$ cat src/rtl/uart_fifo_core.sv
// uart_fifo_core: 8x-oversampled UART with runtime baud divisor, TX/RX FIFOs and sticky error flags.
// Optional parity bit in both directions is enabled by defining UART_PARITY_EN.

module uart_fifo_sync_fifo #(
   parameter int W     = 8,
   parameter int DEPTH = 8
) (
   input  logic         i_clk,
   input  logic         i_rst,
   input  logic         i_push,
   input  logic [W-1:0] i_push_dat,
   input  logic         i_pop,
   output logic [W-1:0] o_head,
   output logic         o_full,
   output logic         o_empty
);
   localparam int AW = $clog2(DEPTH);

   logic [W-1:0]  r_mem [DEPTH];
   logic [AW-1:0] r_wr_ptr;
   logic [AW-1:0] r_rd_ptr;
   logic [AW:0]   r_count;
   logic          w_do_push;
   logic          w_do_pop;

   // Full is judged on the registered count, so a same-cycle pop never frees room for a push.
   assign o_full    = (r_count == (AW+1)'(DEPTH));
   assign o_empty   = (r_count == '0);
   assign w_do_push = i_push & ~o_full;
   assign w_do_pop  = i_pop & ~o_empty;
   assign o_head    = r_mem[r_rd_ptr];

   always_ff @(posedge i_clk or posedge i_rst) begin
      if (i_rst) begin
         r_wr_ptr <= '0;
         r_rd_ptr <= '0;
         r_count  <= '0;
         for (int i = 0; i < DEPTH; i++) r_mem[i] <= '0;
      end else begin
         if (w_do_push) begin
            r_mem[r_wr_ptr] <= i_push_dat;
            r_wr_ptr        <= r_wr_ptr + AW'(1);
         end
         if (w_do_pop) r_rd_ptr <= r_rd_ptr + AW'(1);
         case ({w_do_push, w_do_pop})
            2'b10:   r_count <= r_count + (AW+1)'(1);
            2'b01:   r_count <= r_count - (AW+1)'(1);
            default: r_count <= r_count;
         endcase
      end
   end
endmodule

module uart_fifo_core #(
   parameter int SYS_CLK_FREQ = 100_000_000,
   parameter int DATA_BITS    = 8,
   parameter int FIFO_DEPTH   = 8
) (
   input  logic                 sys_clk,
   input  logic                 rst,
   input  logic [15:0]          baud_div,
   input  logic                 tx_wr,
   input  logic [DATA_BITS-1:0] tx_wdata,
   output logic                 tx_full,
   output logic                 tx_idle,
   output logic                 tx_data,
   input  logic                 rx_data,
   input  logic                 rx_rd,
   output logic [DATA_BITS-1:0] rx_rdata,
   output logic                 rx_valid,
   input  logic                 parity_odd,
   input  logic                 err_clr,
   output logic                 overrun_err,
   output logic                 frame_err,
   output logic                 parity_err
);
   localparam logic [2:0] LAST_BIT = 3'(DATA_BITS - 1);

   typedef enum logic [2:0] {TX_IDLE, TX_START, TX_DATA, TX_PAR, TX_STOP} tx_state_t;
   typedef enum logic [2:0] {RX_IDLE, RX_START, RX_DATA, RX_PAR, RX_STOP} rx_state_t;

   logic w_unused_ok;
   assign w_unused_ok = &{1'b0, parity_odd, (SYS_CLK_FREQ != 0)};

   // Oversample tick; the divisor is latched only at wrap so a change never truncates a tick.
   logic [15:0] r_tick_cnt;
   logic [15:0] r_div;
   logic [15:0] w_div_eff;
   logic        w_tick;

   assign w_div_eff = (baud_div == 16'd0) ? 16'd1 : baud_div;
   assign w_tick    = (r_tick_cnt == r_div - 16'd1);

   always_ff @(posedge sys_clk or posedge rst) begin
      if (rst) begin
         r_tick_cnt <= '0;
         r_div      <= 16'd1;
      end else if (w_tick) begin
         r_tick_cnt <= '0;
         r_div      <= w_div_eff;
      end else begin
         r_tick_cnt <= r_tick_cnt + 16'd1;
      end
   end

   logic                 w_tx_pop;
   logic                 w_tx_empty;
   logic [DATA_BITS-1:0] w_tx_head;

   uart_fifo_sync_fifo #(.W(DATA_BITS), .DEPTH(FIFO_DEPTH)) u_tx_fifo (
      .i_clk      (sys_clk),
      .i_rst      (rst),
      .i_push     (tx_wr),
      .i_push_dat (tx_wdata),
      .i_pop      (w_tx_pop),
      .o_head     (w_tx_head),
      .o_full     (tx_full),
      .o_empty    (w_tx_empty)
   );

   tx_state_t            r_tx_state, w_tx_state_nxt;
   logic [2:0]           r_tx_tcnt, w_tx_tcnt_nxt;
   logic [2:0]           r_tx_bit, w_tx_bit_nxt;
   logic [DATA_BITS-1:0] r_tx_shift, w_tx_shift_nxt;
   logic                 w_tx_line;
`ifdef UART_PARITY_EN
   logic                 r_tx_par, w_tx_par_nxt;
`endif

   always_ff @(posedge sys_clk or posedge rst) begin
      if (rst) begin
         r_tx_state <= TX_IDLE;
         r_tx_tcnt  <= '0;
         r_tx_bit   <= '0;
         r_tx_shift <= '0;
`ifdef UART_PARITY_EN
         r_tx_par   <= 1'b0;
`endif
      end else begin
         r_tx_state <= w_tx_state_nxt;
         r_tx_tcnt  <= w_tx_tcnt_nxt;
         r_tx_bit   <= w_tx_bit_nxt;
         r_tx_shift <= w_tx_shift_nxt;
`ifdef UART_PARITY_EN
         r_tx_par   <= w_tx_par_nxt;
`endif
      end
   end

   always_comb begin
      w_tx_state_nxt = r_tx_state;
      w_tx_tcnt_nxt  = r_tx_tcnt;
      w_tx_bit_nxt   = r_tx_bit;
      w_tx_shift_nxt = r_tx_shift;
      w_tx_pop       = 1'b0;
`ifdef UART_PARITY_EN
      w_tx_par_nxt   = r_tx_par;
`endif
      if (w_tick) begin
         w_tx_tcnt_nxt = r_tx_tcnt + 3'd1;
         case (r_tx_state)
            TX_IDLE: begin
               w_tx_tcnt_nxt = 3'd0;
               if (!w_tx_empty) begin
                  w_tx_pop       = 1'b1;
                  w_tx_state_nxt = TX_START;
               end
            end
            TX_START: if (r_tx_tcnt == 3'd7) w_tx_state_nxt = TX_DATA;
            TX_DATA: if (r_tx_tcnt == 3'd7) begin
               w_tx_shift_nxt = r_tx_shift >> 1;
               w_tx_bit_nxt   = r_tx_bit + 3'd1;
               if (r_tx_bit == LAST_BIT) begin
`ifdef UART_PARITY_EN
                  w_tx_state_nxt = TX_PAR;
`else
                  w_tx_state_nxt = TX_STOP;
`endif
               end
            end
            TX_PAR: if (r_tx_tcnt == 3'd7) w_tx_state_nxt = TX_STOP;
            TX_STOP: if (r_tx_tcnt == 3'd7) begin
               // Chain straight into the next start bit when more data is queued.
               if (!w_tx_empty) begin
                  w_tx_pop       = 1'b1;
                  w_tx_state_nxt = TX_START;
               end else begin
                  w_tx_state_nxt = TX_IDLE;
               end
            end
            default: w_tx_state_nxt = TX_IDLE;
         endcase
         if (w_tx_pop) begin
            w_tx_shift_nxt = w_tx_head;
            w_tx_bit_nxt   = 3'd0;
`ifdef UART_PARITY_EN
            w_tx_par_nxt   = (^w_tx_head) ^ parity_odd;
`endif
         end
      end
   end

   always_comb begin
      w_tx_line = 1'b1;
      case (r_tx_state)
         TX_START: w_tx_line = 1'b0;
         TX_DATA:  w_tx_line = r_tx_shift[0];
`ifdef UART_PARITY_EN
         TX_PAR:   w_tx_line = r_tx_par;
`endif
         default:  w_tx_line = 1'b1;
      endcase
   end

   assign tx_data = w_tx_line;
   assign tx_idle = w_tx_empty & (r_tx_state == TX_IDLE);

   logic                 r_rx_s1, r_rx_s2;
   rx_state_t            r_rx_state, w_rx_state_nxt;
   logic [2:0]           r_rx_tcnt, w_rx_tcnt_nxt;
   logic [2:0]           r_rx_bit, w_rx_bit_nxt;
   logic [DATA_BITS-1:0] r_rx_shift, w_rx_shift_nxt;
   logic                 w_rx_push;
   logic                 w_rx_full;
   logic                 w_rx_empty;
   logic                 w_frame_set;
   logic                 w_par_set;
   logic                 r_overrun, r_frame;

   always_ff @(posedge sys_clk or posedge rst) begin
      if (rst) begin
         r_rx_s1    <= 1'b1;
         r_rx_s2    <= 1'b1;
         r_rx_state <= RX_IDLE;
         r_rx_tcnt  <= '0;
         r_rx_bit   <= '0;
         r_rx_shift <= '0;
      end else begin
         r_rx_s1    <= rx_data;
         r_rx_s2    <= r_rx_s1;
         r_rx_state <= w_rx_state_nxt;
         r_rx_tcnt  <= w_rx_tcnt_nxt;
         r_rx_bit   <= w_rx_bit_nxt;
         r_rx_shift <= w_rx_shift_nxt;
      end
   end

   always_comb begin
      w_rx_state_nxt = r_rx_state;
      w_rx_tcnt_nxt  = r_rx_tcnt;
      w_rx_bit_nxt   = r_rx_bit;
      w_rx_shift_nxt = r_rx_shift;
      w_rx_push      = 1'b0;
      w_frame_set    = 1'b0;
      w_par_set      = 1'b0;
      if (w_tick) begin
         w_rx_tcnt_nxt = r_rx_tcnt + 3'd1;
         case (r_rx_state)
            RX_IDLE: begin
               w_rx_tcnt_nxt = 3'd0;
               if (!r_rx_s2) w_rx_state_nxt = RX_START;
            end
            // Half a bit in: a line back high means the start edge was a glitch.
            RX_START: if (r_rx_tcnt == 3'd3) begin
               w_rx_tcnt_nxt  = 3'd0;
               w_rx_bit_nxt   = 3'd0;
               w_rx_state_nxt = r_rx_s2 ? RX_IDLE : RX_DATA;
            end
            RX_DATA: if (r_rx_tcnt == 3'd7) begin
               w_rx_shift_nxt = {r_rx_s2, r_rx_shift[DATA_BITS-1:1]};
               w_rx_bit_nxt   = r_rx_bit + 3'd1;
               if (r_rx_bit == LAST_BIT) begin
`ifdef UART_PARITY_EN
                  w_rx_state_nxt = RX_PAR;
`else
                  w_rx_state_nxt = RX_STOP;
`endif
               end
            end
`ifdef UART_PARITY_EN
            RX_PAR: if (r_rx_tcnt == 3'd7) begin
               w_par_set      = ((^r_rx_shift) ^ parity_odd) != r_rx_s2;
               w_rx_state_nxt = RX_STOP;
            end
`endif
            RX_STOP: if (r_rx_tcnt == 3'd7) begin
               w_rx_push      = 1'b1;
               w_frame_set    = ~r_rx_s2;
               w_rx_state_nxt = RX_IDLE;
            end
            default: w_rx_state_nxt = RX_IDLE;
         endcase
      end
   end

   uart_fifo_sync_fifo #(.W(DATA_BITS), .DEPTH(FIFO_DEPTH)) u_rx_fifo (
      .i_clk      (sys_clk),
      .i_rst      (rst),
      .i_push     (w_rx_push),
      .i_push_dat (r_rx_shift),
      .i_pop      (rx_rd),
      .o_head     (rx_rdata),
      .o_full     (w_rx_full),
      .o_empty    (w_rx_empty)
   );

   assign rx_valid = ~w_rx_empty;

   always_ff @(posedge sys_clk or posedge rst) begin
      if (rst) begin
         r_overrun <= 1'b0;
         r_frame   <= 1'b0;
      end else begin
         r_overrun <= (r_overrun & ~err_clr) | (w_rx_push & w_rx_full);
         r_frame   <= (r_frame & ~err_clr) | w_frame_set;
      end
   end

   assign overrun_err = r_overrun;
   assign frame_err   = r_frame;

`ifdef UART_PARITY_EN
   logic r_parity;
   always_ff @(posedge sys_clk or posedge rst) begin
      if (rst) r_parity <= 1'b0;
      else     r_parity <= (r_parity & ~err_clr) | w_par_set;
   end
   assign parity_err = r_parity;
`else
   logic w_unused_par;
   assign w_unused_par = w_par_set;
   assign parity_err   = 1'b0;
`endif
endmodule
$ cat config.mk
export PLATFORM = sky130hd
export DESIGN_NAME = uart_fifo_core
export DESIGN_NICKNAME = d
export VERILOG_FILES = /design/src/rtl/uart_fifo_core.sv
export SDC_FILE = /design/constraint.sdc
export NUM_CORES = 1
export LEC_CHECK = 0
export ABC_AREA = 0
export CORE_UTILIZATION = 60
export CTS_CLUSTER_SIZE = 25
export DETAILED_ROUTE_END_ITERATION = 7
export GPL_ROUTABILITY_DRIVEN = 0
export PLACE_DENSITY = 0.87
export SLEW_MARGIN = 20
export SYNTH_ARGS = -nofsm -noshare
export SYNTH_HDL_FRONTEND = slang
export SYNTH_SLANG_ARGS = --single-unit
$ cat constraint.sdc
create_clock -name sys_clk -period 19.06 [get_ports sys_clk]
set_clock_uncertainty 0.1 [all_clocks]
set_input_delay 5.718 -clock sys_clk [delete_from_list [all_inputs] [get_ports sys_clk]]
set_output_delay 5.718 -clock sys_clk [all_outputs]
set_load 0.1 [all_outputs]
# Word level (Yosys, flattened, before mapping)
# Index checks and enable logic that the tools add are counted.
dict set report op_classes {
  bitwise_logic 20
  n_lt_le_gt_ge 6
  eq_ne 30
  addsub 14
  n_reduce_logical 17
  n_mux 55
}
# cell count
set op_table {}
lappend op_table {{bitwise mux 64 bit} 2}
lappend op_table {{2-to-1 mux 8 bit} 9}
lappend op_table {{2-to-1 mux 3 bit} 18}
lappend op_table {{binary-select mux 8 bit (select 3 bit)} 2}
lappend op_table {{demux 8 bit (select 3 bit)} 2}
lappend op_table {{2-to-1 mux 16 bit} 2}
lappend op_table {{adder 3 x 1 -> 3 bit, second input constant} 8}
lappend op_table {{inequality test 2 bit, second input constant} 11}
lappend op_table {{equality test 3 bit, second input constant} 6}
lappend op_table {{adder 16 x 1 -> 16 bit, second input constant} 1}
lappend op_table {{equality test 16 bit} 1}
lappend op_table {{greater-or-equal comparator 4 bit, second input constant} 4}
lappend op_table {{zero test 16 bit} 1}
lappend op_table {{NOT 3 -> 4 bit} 4}
lappend op_table {{case mux 4 bit (2 select lines)} 2}
lappend op_table {{subtractor 16 x 1 -> 16 bit, second input constant} 1}
lappend op_table {{case mux 3 bit (5 select lines)} 1}
lappend op_table {{equality test 3 x 2 -> 1 bit, second input constant} 4}
lappend op_table {{case mux 3 bit (2 select lines)} 2}
lappend op_table {{case mux 3 bit (4 select lines)} 1}
lappend op_table {{2-to-1 mux 1 bit} 11}
lappend op_table {{nonzero test 2 bit} 5}
lappend op_table {{adder 4 x 1 -> 4 bit, second input constant} 2}
lappend op_table {{bitwise AND 1 bit} 8}
lappend op_table {{17 further kinds} 34}
dict set report word_totals {
  elab_cells 178
  out_inout_bits 15
  register_bits 218
  in_bits 31
}

# Depth between registers and ports, before layout
# Gate-level depths: netlist (run 1).
dict set report depth {
  ltp_word 9
  ltp_mapped 16
  ltp_nobuf 16
}

# By module
# Synthesis (run 1) repeated with hierarchy kept, for this count alone.
dict set report hier_totals {
  cells_unflattened 832
  area_unflattened_um2 11138.2
}
# module instances seq_area_each_um2 area_per_inst_um2 cells_per_inst
set modules_own_cells {}
lappend modules_own_cells {uart_fifo_core 1 1755.4 3958.8 377}
lappend modules_own_cells {{uart_fifo_sync_fifo (u_rx_fifo)} 1 1851.8 3617.2 228}
lappend modules_own_cells {{uart_fifo_sync_fifo (u_tx_fifo)} 1 1851.8 3562.2 227}

# Least setup slack after synthesis (run 1)
# Ideal clock, no wire load.
dict set report synth_path {
  path_type {reg-to-output}
  startpoint {register u_rx_fifo.r_rd_ptr[0]}
  endpoint {output port rx_rdata[0]}
  path_slack_ps 10986
  arrival_ps 2256
  required_ps 13242
  path_buffers 2
  path_stages_with_launch 5
  path_cell_list {dfrtp_1 -> clkbuf_1 -> buf_1 -> mux4_2 -> mux2_2}
}
dict set report synth_between {
  elab_chain_len 4
}
# element line_no
set synth_lines {}
lappend synth_lines {{start, declared} 21} ;# logic [AW-1:0] r_rd_ptr;
lappend synth_lines {{start signal, assigned} 44} ;# if (w_do_pop) r_rd_ptr <= r_rd_ptr + AW'(1);
lappend synth_lines {{NOT 3 -> 4 bit (implied by the code)} 31} ;# assign o_head = r_mem[r_rd_ptr];
lappend synth_lines {{binary-select mux 8 bit (select 3 bit)} 31}
lappend synth_lines {{2-to-1 mux 8 bit (implied by the code) (2 in a row)} 31}
lappend synth_lines {{end, declared} 69} ;# output logic [DATA_BITS-1:0] rx_rdata,
# No other way between the ends. The select of a mux whose other input is x is not followed.

# Worst setup path after layout (run 1)
dict set report layout_path {
  startpoint {register u_rx_fifo.r_rd_ptr[1]}
  endpoint {output port rx_rdata[4]}
}
# Same word-level chain as after synthesis.

==> impl_metrics.py, run 1 <==
metrics = {
    "sta": {
        "setup_tns_ns": 0,
        "slew_headroom_pct": 34.6,
        "finalMaxSlewViolations": 0,
        "fin_crit_sh_pct": 47.8,
        "setup_viol": 0,
        "tightest_slew_ns": 0.978,
        "rsz0062_at_grt": "false",
        "layout_min_cycle_time_ns": 9.11,
        "hold_viol_final": 0,
        "fmax_mhz": 110,
    },
    "clocking": {
        "clkLatencyLatePin_ns": 0.51,
        "cts_resized": 0,
        "cts_made_buffers": 23,
        "clk_path_buf_depth": 3,
        "post-cts-setup-buffers": 0,
        "htree_levels": 1,
        "clk_pin_slew_ns": 0.06,
        "hold_buffers": 0,
        "root_buffer": "clkbuf_16",
        "cts_tree": "built",
        "cts.sinks": 218,
    },
    "synthesis": {
        "synthTopCellsByArea": "dfrtp_1 49%, mux2_2 18%, mux4_2 6.6%, ha_1 2.5%, xnor2_1 2.1%",
        "synthSimpleGateAreaFrac_pct": 10.3,
        "synth.cell_area_sq_um": 10900,
        "synth_top_family_by_area": "multiplexers",
        "ys_types": 71,
        "ys_ff_latch": 218,
        "synth_compound_area_share_pct": 3.82,
        "ys.flop_type": "dfrtp_1",
        "synth_fa_ha_area_share_pct": 2.72,
        "synthCells": 828,
        "mappedNetlistNets": 882,
        "yosys_warnings": 0,
        "syn-mean-instance-area_sq_um": 13.1,
        "synthArstFlopShare_pct": 100,
        "synth_mux_area_share_pct": 26.4,
        "synth_xor_xnor_area_share_pct": 3.71,
        "synth_edf_count": 0,
        "yosysTopAreaCellShare_pct": 49.5,
        "synth_area_leader_cell": "dfrtp_1",
        "yosysSeqAreaShare_pct": 50.2,
    },
    "floorplan": {
        "core_area_sq_um": 17500,
        "die-area_sq_um": 18700,
        "io_pins": 46,
        "die_h_um": 137,
        "die_width_um": 137,
        "start_util_pct": 62.2,
        "row_count": 48,
    },
    "layout": {
        "design_area_sq_um": 12300,
        "layout_common_cells": "213 x dfrtp_1, 177 x mux2_2, 43 x clkdlybuf4s50_1",
        "fillers": 1173,
        "final_core_util_pct": 70.6,
        "diodes": 0,
        "final_layout_size_suffix_gt1_share_pct": 33.0,
        "area_growth_pct": 13.6,
        "nets": 914,
        "layout_commonest_cell": "dfrtp_1",
        "layout.cells.non_filler": 1102,
    },
    "placed_design": {
        "port_buffers": 43,
        "placedCellCount": 1060,
        "place_hpwl_um": 13900,
        "place_area_sq_um": 11500,
    },
    "global_route": {
        "grt_util_met3_pct": 3.41,
        "grt_pass1_vias": 7085,
        "antenna_found_initial": 0,
        "busiest_layer": "met2",
        "grt_first_pass_wirelength_um": 36300,
        "grt.met1_usage_pct": 33.1,
        "grt_usage_pct": 25.1,
        "gr-total-overflow": 0,
        "grt_max_degree": 135,
        "use_met2_pct": 43.5,
    },
    "drt": {
        "via_count": 6856,
        "via_per_inst": 6.22,
        "wirelength_um": 22100,
        "drc_errors": 0,
        "avgRoutedWirePerCell_um": 20.1,
        "drtIter0Drc": 557,
        "final_antenna_net_count": 0,
        "dr.pass1.iters": 6,
    },
    "worst_setup_path": {
        "critPathRequiredTime_ns": 13.24,
        "startpoint": "u_rx_fifo.r_rd_ptr[1]",
        "start_kind": "flop",
        "r2r-start": "r_div[1]",
        "end_kind": "output port",
        "worstSetupPathType": "flop to output port",
        "crit_fanout": 18,
        "critPathArrivalTime_ns": 3.29,
    },
    "power_and_ir_drop": {
        "p_total_uw": 1410,
        "intPower_uw": 1030,
        "vdd_drop_max_mv": 0.0955,
        "p_seq_share_pct": 45.6,
        "swShare_pct": 27.3,
        "p_per_area_nw_per_um2": 115,
        "p_leak_uw": 0.00559,
        "clkPwrFrac_pct": 35.2,
        "switching_power_uw": 386,
        "power_frac_comb_pct": 19.2,
    },
    "worst_hold_path": {
        "min_from": "r_rx_s1",
        "holdCritPathClass": "flop to flop",
    },
    "job": {
        "maxCapViolCount": 0,
    },
    "status": {
        "status": "finished clean",
    },
}
-- cells in the mapped netlist, types with 2 or more instances --
library cell,count
and3_1,10
or3b_2,2
o31ai_1,3
xor2_1,20
nand3_1,20
mux2_4,2
inv_1,29
buf_4,2
and2_1,2
nand4_4,3
nand4b_4,3
nand3b_1,2
ha_1,22
clkbuf_1,22
a311oi_1,2
o21ai_0,15
or3_1,5
mux2_2,177
o22ai_1,7
mux2i_1,12
dfrtp_1,215
or4_4,3
nand3_2,2
nor4_2,2
buf_1,13
buf_2,5
xnor2_1,26
or4_1,2
nand2_1,29
nand2b_1,5
a22oi_1,4
nor2_1,35
a21boi_0,2
nor4_1,8
a211oi_1,4
nand4_1,9
mux4_2,32
a21oi_1,8
nor4bb_1,2
nor3_1,18
nor2b_1,10
a31oi_1,3
dfstp_2,3
-- area by class of cell --
class | count | area [sq um] | share of cell area (%)
repair buffers | 50 | 487 | 3.94
inverters | 30 | 120 | 0.973
well taps | 225 | 282 | 2.28
clock inverters | 16 | 241 | 1.96
multi-input cells | 537 | 5150 | 41.7
flip-flops and latches | 218 | 5460 | 44.2
clock buffers | 26 | 607 | 4.92
-- metrics by stage --
| step | worst slack, ns | hold WS [ns] |
|---|---|---|
| after detailed placement | 10.32 | 0.250 |
| final | 9.95 | 0.268 |
| after CTS | 9.76 | 0.267 |
| after global placement | 10.34 | 0.246 |
| after global routing | 9.82 | 0.264 |
| after floorplan | 7.28 | 0.245 |
-- flip-flops by register name, summed over array words and instances, names as in the netlist, 4 cells and up --
| signal | count |
|---|---|
| u_tx_fifo.r_count | 4 |
| r_div | 16 |
| r_tx_shift | 8 |
| u_rx_fifo.r_mem | 64 |
| r_rx_shift | 8 |
| r_tick_cnt | 16 |
| u_rx_fifo.r_count | 4 |
| u_tx_fifo.r_mem | 64 |
-- path summary, 6_finish.rpt --
kind	endpoint	slack [ns]	cells after the start
max	rx_rdata[4]	9.95	3
min	r_rx_s2	0.27	0
max reg2reg	u_tx_fifo.r_count[3]	14.47	16
min reg2reg	r_rx_s2	0.27	0
max in group asynchronous	u_tx_fifo.r_rd_ptr[0]	11.86	3
min in group asynchronous	u_rx_fifo.r_mem[0]	5.72	2
-- metal layers --
metal,routed length [um],part of all wire [%]
met1,9330,42
met4,517,2.3
met2,11400,51
met5,0,0
met3,896,4.0
-- logic make-up (layout without fill, tap and decap cells) --
family / Yosys count / in the layout
adder cells (fa/ha/maj): 23 / 23
AND/OR/NAND/NOR: 181 / 181
XOR/XNOR: 46 / 46
flip-flops: 218 / 218
other: 1 / 1
buffers and inverters: 73 / 122
multiplexers: 224 / 224
AO/OA/AOI/OAI: 62 / 62
-- worst max-delay path, stage by stage (launching register included) --
cell and delay [ns]:
dfrtp_1 0.92, mux4_2 0.59, mux2_2 0.30, clkdlybuf4s50_1 0.97
-- power by group through the flow --
| stage | combinational [uW] | sequential (uW) | clock [uW] |
|---|---|---|---|
| after global placement | 258 | 641 | 0 |
| after CTS | 274 | 643 | 504 |
| after global routing | 292 | 658 | 524 |
| after floorplan | 249 | 599 | 0 |
| after detailed placement | 272 | 649 | 0 |
| final | 271 | 644 | 498 |
No activity file was read; power rests on OpenSTA's default activity.
==> inputs of run 2 (changes only) <==
- clock period: 19.06 -> 9.15 ns (I/O delays scaled with it)
==> impl_metrics.py, run 2 (same netlist as run 1, synthesis figures left out) <==
metrics = {
    "status": {
        "status": "finished clean",
    },
    "drt": {
        "via_per_inst": 6.13,
        "dr.pass1.iters": 5,
        "avgRoutedWirePerCell_um": 19.4,
        "final_antenna_net_count": 0,
        "wirelength_um": 21500,
        "drc_errors": 0,
        "drtIter0Drc": 487,
        "via_count": 6773,
    },
    "global_route": {
        "antenna_found_initial": 0,
        "grt_usage_pct": 24.2,
        "grt_util_met3_pct": 3.70,
        "grt_first_pass_wirelength_um": 35300,
        "gr-total-overflow": 0,
        "busiest_layer": "met2",
        "grt.met1_usage_pct": 32.8,
        "grt_max_degree": 147,
        "grt_pass1_vias": 6986,
        "use_met2_pct": 40.4,
    },
    "clocking": {
        "cts.sinks": 218,
        "htree_levels": 1,
        "cts_resized": 0,
        "hold_buffers": 0,
        "clk_pin_slew_ns": 0.06,
        "cts_made_buffers": 23,
        "post-cts-setup-buffers": 0,
        "clk_path_buf_depth": 3,
        "root_buffer": "clkbuf_16",
        "cts_tree": "built",
        "clkLatencyLatePin_ns": 0.51,
    },
    "layout": {
        "area_growth_pct": 13.2,
        "layout_common_cells": "214 x dfrtp_1, 177 x mux2_2, 43 x clkdlybuf4s50_1",
        "diodes": 0,
        "layout_commonest_cell": "dfrtp_1",
        "reg_top3": "u_rx_fifo.r_mem x64, u_tx_fifo.r_mem x64",
        "layout.cells.non_filler": 1104,
        "final_core_util_pct": 70.4,
        "fillers": 1147,
        "nets": 916,
        "design_area_sq_um": 12300,
        "final_layout_size_suffix_gt1_share_pct": 32.4,
    },
    "worst_setup_path": {
        "critPathArrivalTime_ns": 3.44,
        "critPathSlowestCell": "dfrtp_1",
        "startpoint": "u_rx_fifo.r_rd_ptr[0]",
        "worstSetupPathType": "flop to output port",
        "crit_buf_inv": 1,
        "start_kind": "flop",
        "path_cells": "mux4_2, mux2_2, clkdlybuf4s50_1",
        "rr_endpoint": "u_tx_fifo.r_count[3]",
        "slowest_delay_ns": 1.03,
        "end_kind": "output port",
        "critPathRequiredTime_ns": 6.31,
        "endpoint": "rx_rdata[4]",
        "r2r_cells": 16,
        "crit_cells": 3,
        "crit_fanout": 18,
        "critPathTopFamily": "flip-flops",
        "r2r-start": "r_div[1]",
        "r2r_slack_ns": 4.62,
    },
    "sta": {
        "setup_viol": 0,
        "setup_tns_ns": 0,
        "fin_crit_sh_pct": 68.7,
        "hold_viol_final": 0,
        "layout_min_cycle_time_ns": 6.28,
        "layout_setup_ws_ns": 2.87,
        "fmax_mhz": 159,
        "tightest_slew_ns": 1.05,
        "finalMaxSlewViolations": 0,
        "rsz0062_at_grt": "false",
        "slew_headroom_pct": 30.2,
    },
    "job": {
        "maxCapViolCount": 0,
    },
    "power_and_ir_drop": {
        "p_leak_uw": 0.00557,
        "vdd_drop_max_mv": 0.212,
        "p_per_area_nw_per_um2": 232,
    },
    "worst_hold_path": {
        "hold_path_depth": 0,
        "holdCritPathClass": "flop to flop",
        "min_from": "r_rx_s1",
    },
    "placed_design": {
        "place_hpwl_um": 13500,
        "port_buffers": 43,
        "pre_cts_ws_ns": 3.37,
        "place_area_sq_um": 11500,
        "placedCellCount": 1061,
    },
    "floorplan": {
        "die_width_um": 137,
        "core_area_sq_um": 17500,
        "start_util_pct": 62.2,
        "die-area_sq_um": 18700,
        "row_count": 48,
        "die_h_um": 137,
        "io_pins": 46,
    },
}
run 2: through the flow:
stage / total power (uW) / hold WS, ns
after floorplan: 1770 / 0.245
after global placement: 1870 / 0.246
after detailed placement: 1910 / 0.249
after CTS: 2880 / 0.264
after global routing: 2990 / 0.269
final: 2860 / 0.266
run 2: where the power goes:
| part | switching, uW | total, uW | internal [uW] |
|---|---|---|---|
| Sequential | 184 | 1340 | 1160 |
| Clock | 378 | 959 | 581 |
| Combinational | 220 | 562 | 342 |
| Total | 782 | 2860 | 2080 |
run 2: worst register-to-register path: stages (launching register included):
cell	delay (ns)
dfrtp_1	0.42
inv_1	0.08
ha_1	0.20
nor3b_2	0.54
mux2_2	0.40
mux2i_1	0.12
a32oi_1	0.11
a2111o_1	0.55
or4_4	0.67
inv_1	0.09
ha_1	0.19
ha_1	0.24
a21o_1	0.18
a21oi_1	0.16
xnor2_1	0.13
nor2_1	0.07
xor2_1	0.14
run 2: final cells by class:
type | instances | area (sq um) | area share [%]
clock inverters | 10 | 131 | 1.07
well taps | 225 | 282 | 2.29
flip-flops and latches | 218 | 5460 | 44.4
multi-input cells | 537 | 5140 | 41.8
inverters | 30 | 120 | 0.976
clock buffers | 32 | 649 | 5.28
repair buffers | 52 | 518 | 4.21
run 2: worst min path at each step:
stage / endpoint / slack [ns]
after detailed placement: r_rx_s2 / 0.25
after global placement: r_rx_s2 / 0.25
final: r_rx_s2 / 0.27
after global routing: r_rx_s2 / 0.27
after CTS: r_rx_s2 / 0.26
after floorplan: r_rx_s2 / 0.25
run 2: routing by layer:
layer,share of wire [%],wire [um]
met1,44,9460
met2,50,10700
met3,3.8,819
met4,2.5,527
met5,0,0
==> RTL change 1 (config.mk and constraints of run 2) <==
One comparison of `r_count` changes from == to >=.
--- a/src/rtl/uart_fifo_core.sv
+++ b/src/rtl/uart_fifo_core.sv
@@ -24,7 +24,7 @@
    logic          w_do_pop;
 
    // Full is judged on the registered count, so a same-cycle pop never frees room for a push.
-   assign o_full    = (r_count == (AW+1)'(DEPTH));
+   assign o_full    = (r_count >= (AW+1)'(DEPTH));
    assign o_empty   = (r_count == '0);
    assign w_do_push = i_push & ~o_full;
    assign w_do_pop  = i_pop & ~o_empty;
Check against the original RTL: same outputs for any inputs over 4 cycles, from zero or initial values and one cycle with rst high; that may be too few to reach the edited logic, so the function may still have changed.
==> RTL change 1 against run 2 <==
Routed wire length increased by 0.99%. Cell area decreased by 0.62%. Critical path type unchanged. Largest cell class unchanged. Largest power group unchanged. Highest routed layer unchanged. Synthesized area decreased by 0.21%. Synthesized cell count decreased by 0.48%. Utilization decreased by 0.44 points. Total power increased by 0.88%. Sequential cell count unchanged. Setup slack improved by 150 ps.
==> RTL change 1: results (changes against run 2) <==
- The leakage power total is 5.504 nW (-1.3%).
- The half-perimeter wire length after placement is 13420 um (-0.78%).
- The peak ir drop on the vdd network is 201.6 uV (-4.9%).
- The flow ran to the end, and the final reports show no timing, DRC or antenna violations.
- The CTS buffer count was 24 (+4.3%).
- By area the synthesized netlist is led by dfrtp_1 50%, mux2_2 18%, mux4_2 6.6%.
- The post-CTS setup buffer count came to 0 (unchanged).
- The final-layout fill cell count was 1144 (-0.26%).
- The via count of the first global-routing pass is 7023 (+0.53%).
- The routed via count divided by cell count is 6.145 (+0.16%).
- The net count reported at finish came to 907 (-0.98%).
- The highest clock rate was 162.9 MHz (+2.4%).
- The worst max-slew margin expressed relative to the limit is 0.3349 (+0.03329).
- The switching power summed over all nets came to 0.7848 mW (+0.39%).
- The wire length of the first global-routing pass is 36330 um (+2.9%).
- The via count was 6716 (-0.84%).
- The number of instances in the synthesized netlist is 824 (-0.48%).
- The total routing resource utilization after global routing is 0.2521 (+0.009858).
- The worst setup slack after placement is 3377 ps (+5.970 ps).
- The share of post-route cells with drive strength above 1 is 0.3214 (-0.002804).
- The portion of the post-synthesis area used by sequential elements came to 0.5032 (+0.001042).
- The initial antenna violation count is 0 (unchanged).
- The count of distinct cell types in the synthesized netlist is 69 (-2.8%).
- The instance count after placement with tap cells included is 1052 (-0.85%).
- The register-to-register setup slack is 4510 ps (-110 ps).
## RTL change 1: changes by cell type after synthesis, moves of 6 or more
cell | before | now
a21oi_1 | 8 | 15
inv_1 | 29 | 20
nand3_1 | 20 | 12
nand4_1 | 9 | 3
nor2_1 | 35 | 42
o21ai_0 | 15 | 9
## RTL change 1: logic make-up (layout without fill, tap and decap cells)
logic type / count (synthesis) / after routing / synth area share
muxes: 220 / 220 / 0.2606
DFF: 218 / 218 / 0.5032
and+or+nand+nor: 181 / 181 / 0.09953
AOI/OAI and AO/OA: 68 / 68 / 0.04567
buffers and inverters: 65 / 109 / 0.02468
xor gates and xnor gates: 48 / 48 / 0.03875
adders and majority gates: 23 / 23 / 0.02722
other: 1 / 1 / 0.0003456
## RTL change 1: power groups by stage
stage,Combinational [mW],Clock [mW],Sequential (mW)
5_1_grt,0.612,1.04,1.37
6_report,0.561,0.981,1.34
3_3_place_gp,0.533,0,1.33
3_5_place_dp,0.559,0,1.35
4_1_cts,0.567,0.997,1.34
2_1_floorplan,0.510,0,1.25
## RTL change 1: worst max-delay path: stages, from the launching register on
cell and delay [ps]:
dfrtp_1 930, mux4_2 610, mux2_2 280, clkdlybuf4s50_1 960
## RTL change 1: per-stage QoR
stage                     area [um2]  hold slack [ps]
after global placement         11420            250.6
after floorplan                10850            245.2
final                          12230            258.5
after global routing           12230            265.6
after detailed placement       11420            250.0
after CTS                      12220            262.2
## RTL change 1: per-layer routing
metal / up-vias / track usage / wire length (um) / share of wire
li1: 3079 / - / - / -
met1: 3439 / 0.3338 / 9219 / 0.43
met2: 137 / 0.4244 / 10860 / 0.50
met3: 61 / 0.03840 / 843 / 0.039
met4: 0 / 0.08704 / 740 / 0.034
met5: - / 0 / 0 / 0
## RTL change 1: worst paths after layout
check                                                   from                                end  cells after the start
setup / recovery           u_rx_fifo.r_rd_ptr[1]$_DFFE_PP0P_                        rx_rdata[1]                      3
max in group asynchronous                                rst  u_rx_fifo.r_rd_ptr[0]$_DFFE_PP0P_                      3
hold / removal                             r_rx_s1$_DFF_PP1_                  r_rx_s2$_DFF_PP1_                      0
hold reg to reg                            r_rx_s1$_DFF_PP1_                  r_rx_s2$_DFF_PP1_                      0
setup reg to reg                        r_div[1]$_DFFE_PP0N_   u_rx_fifo.r_count[2]$_DFFE_PP0P_                     15
min in group asynchronous                                rst    u_tx_fifo.r_mem[10]$_DFFE_PP0P_                      2
## RTL change 1: cell type report
cell class,instances,share of cell area
multi-input combinational,541,0.4195
sequential,218,0.4467
clock buffer,35,0.05751
timing repair buffer,47,0.03766
tap,225,0.02303
inverter,21,0.007061
clock inverter,6,0.008596
==> RTL change 2 (settings of run 2) <==
Without the edit above. Build with the macro `UART_PARITY_EN` defined.
--- a/src/rtl/uart_fifo_core.sv
+++ b/src/rtl/uart_fifo_core.sv
@@ -1,5 +1,7 @@
 // uart_fifo_core: 8x-oversampled UART with runtime baud divisor, TX/RX FIFOs and sticky error flags.
 // Optional parity bit in both directions is enabled by defining UART_PARITY_EN.
+
+`define UART_PARITY_EN
 
 module uart_fifo_sync_fifo #(
    parameter int W     = 8,
Check against the original RTL: same outputs for any inputs over 10 cycles, from zero or initial values and one cycle with rst high; that may be too few to reach the edited logic, so the function may still have changed.
==> RTL change 2 against run 2 <==
The run now ends with DRC left. Sequential cell count increased by 2. Total power grew 3.7%. Cell area increased by 2.9%. Setup slack better by 320 ps. Synthesized area rose by 2.9%. First-iteration DRC count rose by 4.7%. Routed wire length grew 3.5%. Combinational power increased by 8.9%. Final cell count grew 5.5%.
==> RTL change 2: results (changes against run 2) <==
- The flow ran to the end, but the final reports show violations.
- The checks that failed: DRC.
- The largest registers in the layout are u_rx_fifo.r_mem: 64 flops, u_tx_fifo.r_mem: 64 flops.
- The total routing resource utilization after global routing is 0.2433 (+0.001006).
- The proportion of register bits with asynchronous set or reset after synthesis came to 1.000 (unchanged).
- The number of hold-repair buffers added at the cts stage came to 0 (unchanged).
- The net count after synthesis is 944 (+7.0%).
- The net switching share of the total power is 0.2791 (+0.005702).
- The clock sink count is 220 (+0.92%).
- The final-layout fill cell count is 1220 (+6.4%).
- The family with the most delay on the worst path is buffers and inverters.
- The share of post-route cells with drive strength above 1 is 0.2895 (-0.03470).
- The buffering overhead is 0.03912 (-0.002980).
- The count of distinct cell types in the synthesized netlist is 68 (-4.2%).
- The via count came to 7253 (+7.1%).
- The worst endpoint data arrival time came to 3120 ps (-320 ps).
- The average size of a mapped cell was 12.57 um2 (-4.2%).
- The clock latency at the later pin of the worst-skew pair came to 530 ps (+20 ps).
- The fraction of area in multi-input gates was 0.4253 (+0.007331).
- The half-perimeter wire length after placement was 14360 um (+6.2%).
- Sorting the synthesized cells by area gives the leading types as dfrtp_1 49%, mux2_2 17%, mux4_2 5.2%.
- The sum of routed wire length over all layers is 22200 um (+3.5%).
- The fraction of area in clock buffers and inverters is 0.06827 (+0.004807).
- The synthesis-to-layout area growth is 13.18% (about the same).
- The number of non-clock inverters is 29 (-3.3%).
- Counting instances in the post-synthesis netlist gives the leading cell types as 217 x dfrtp_1, 167 x mux2_2, 44 x nor2_1.
- The net count reported at finish was 972 (+6.1%).
- The leakage power total was 5.786 nW (+3.8%).
- The delay of the slowest critical-path stage is 970 ps (-60 ps).
- The tightest min-delay check is of the reg2reg type.
- The worst setup slack after placement is 3380 ps (+8.590 ps).
- The count of buffers inserted at the top-level ports is 45 (+4.7%).
- The buffer depth of the longest clock path is 3 (unchanged).
- The peak ir drop on the vdd network is 195.4 uV (-7.8%).
- The maximum number of pins on one net before global-route repair is 149 (+1.4%).
- The number of multi-input combinational cells is 592 (+10%).
- The CTS buffer count is 24 (+4.3%).
- The fraction of area in registers is 0.4351 (-0.008721).
- The instance count after placement with tap cells included is 1121 (+5.7%).
- The count of cells resized by post-cts repair is 0 (unchanged).
- The number of buffers other than clock buffers in the final layout is 51 (-1.9%).
- The portion of the post-synthesis area used by sequential elements is 0.4923 (-0.009789).
- The count of clock-net buffers in the final layout is 29 (-9.4%).
- The routed via count divided by cell count is 6.226 (+1.5%).
- The remaining routing DRC violations is 12 (+12).
- The area occupied by registers is 5510 um2 (+0.92%).
- The via count of the first global-routing pass is 7316 (+4.7%).
- The transition time of the tightest slew-check pin is 1014 ps (-33.83 ps).
- The standard cell area after detailed placement is 11780 um2 (+2.5%).
- The initial antenna violation count is 0 (unchanged).
- The initial DRC count is 510 (+4.7%).
- The length of the first detailed-routing pass in iterations came to 7 (+2).
- The wire length of the first global-routing pass is 37940 um (+7.5%).
- Among all stages on the critical path, the largest delay is contributed by clkdlybuf4s50_1.
- The maximum fanout along the worst path is 18 (unchanged).
[RTL change 2: changes by cell type after synthesis, moves of 6 or more]
cell	before	now
mux4_2	32	26
a31o_2	0	6
a31oi_1	3	11
mux2i_1	12	21
mux2_2	177	167
a21oi_1	8	16
clkbuf_1	22	31
xnor2_1	26	40
and2_1	2	8
nor2_1	35	44
[RTL change 2: worst paths after layout]
kind / start / to / slack (ps) / cells after the start
max reg2reg: r_div[0]$_DFFE_PP1N_ / u_rx_fifo.r_count[2]$_DFFE_PP0P_ / 4210 / 16
min: r_rx_s1$_DFF_PP1_ / r_rx_s2$_DFF_PP1_ / 260 / 0
min in group asynchronous: rst / u_tx_fifo.r_mem[3]$_DFFE_PP0P_ / 2660 / 2
max: u_rx_fifo.r_rd_ptr[0]$_DFFE_PP0P_ / rx_rdata[2] / 3190 / 3
min reg2reg: r_rx_s1$_DFF_PP1_ / r_rx_s2$_DFF_PP1_ / 260 / 0
max in group asynchronous: rst / r_div[12]$_DFFE_PP0N_ / 4930 / 3
[RTL change 2: cells by family after synthesis]
group / after synthesis / share of synthesized area
simple gates: 198 / 0.1059
flops: 220 / 0.4923
xor+xnor: 63 / 0.05054
buf+inv: 78 / 0.02784
fa+ha+maj: 23 / 0.02639
mux: 217 / 0.2422
compound gates: 91 / 0.05479
[RTL change 2: power groups by stage]
stage	registers (mW)	clock network, mW	logic, mW
after floorplan	1.24	0	0.560
after detailed placement	1.33	0	0.615
final	1.32	1.04	0.612
after CTS	1.32	1.05	0.619
after global placement	1.32	0	0.591
after global routing	1.35	1.09	0.668
[RTL change 2: per-layer routing]
layer | wire length (um) | global-route usage
met2 | 10820 | 0.3965
met5 | 0 | 0
met3 | 889 | 0.03004
met1 | 10140 | 0.3510
met4 | 361 | 0.05914
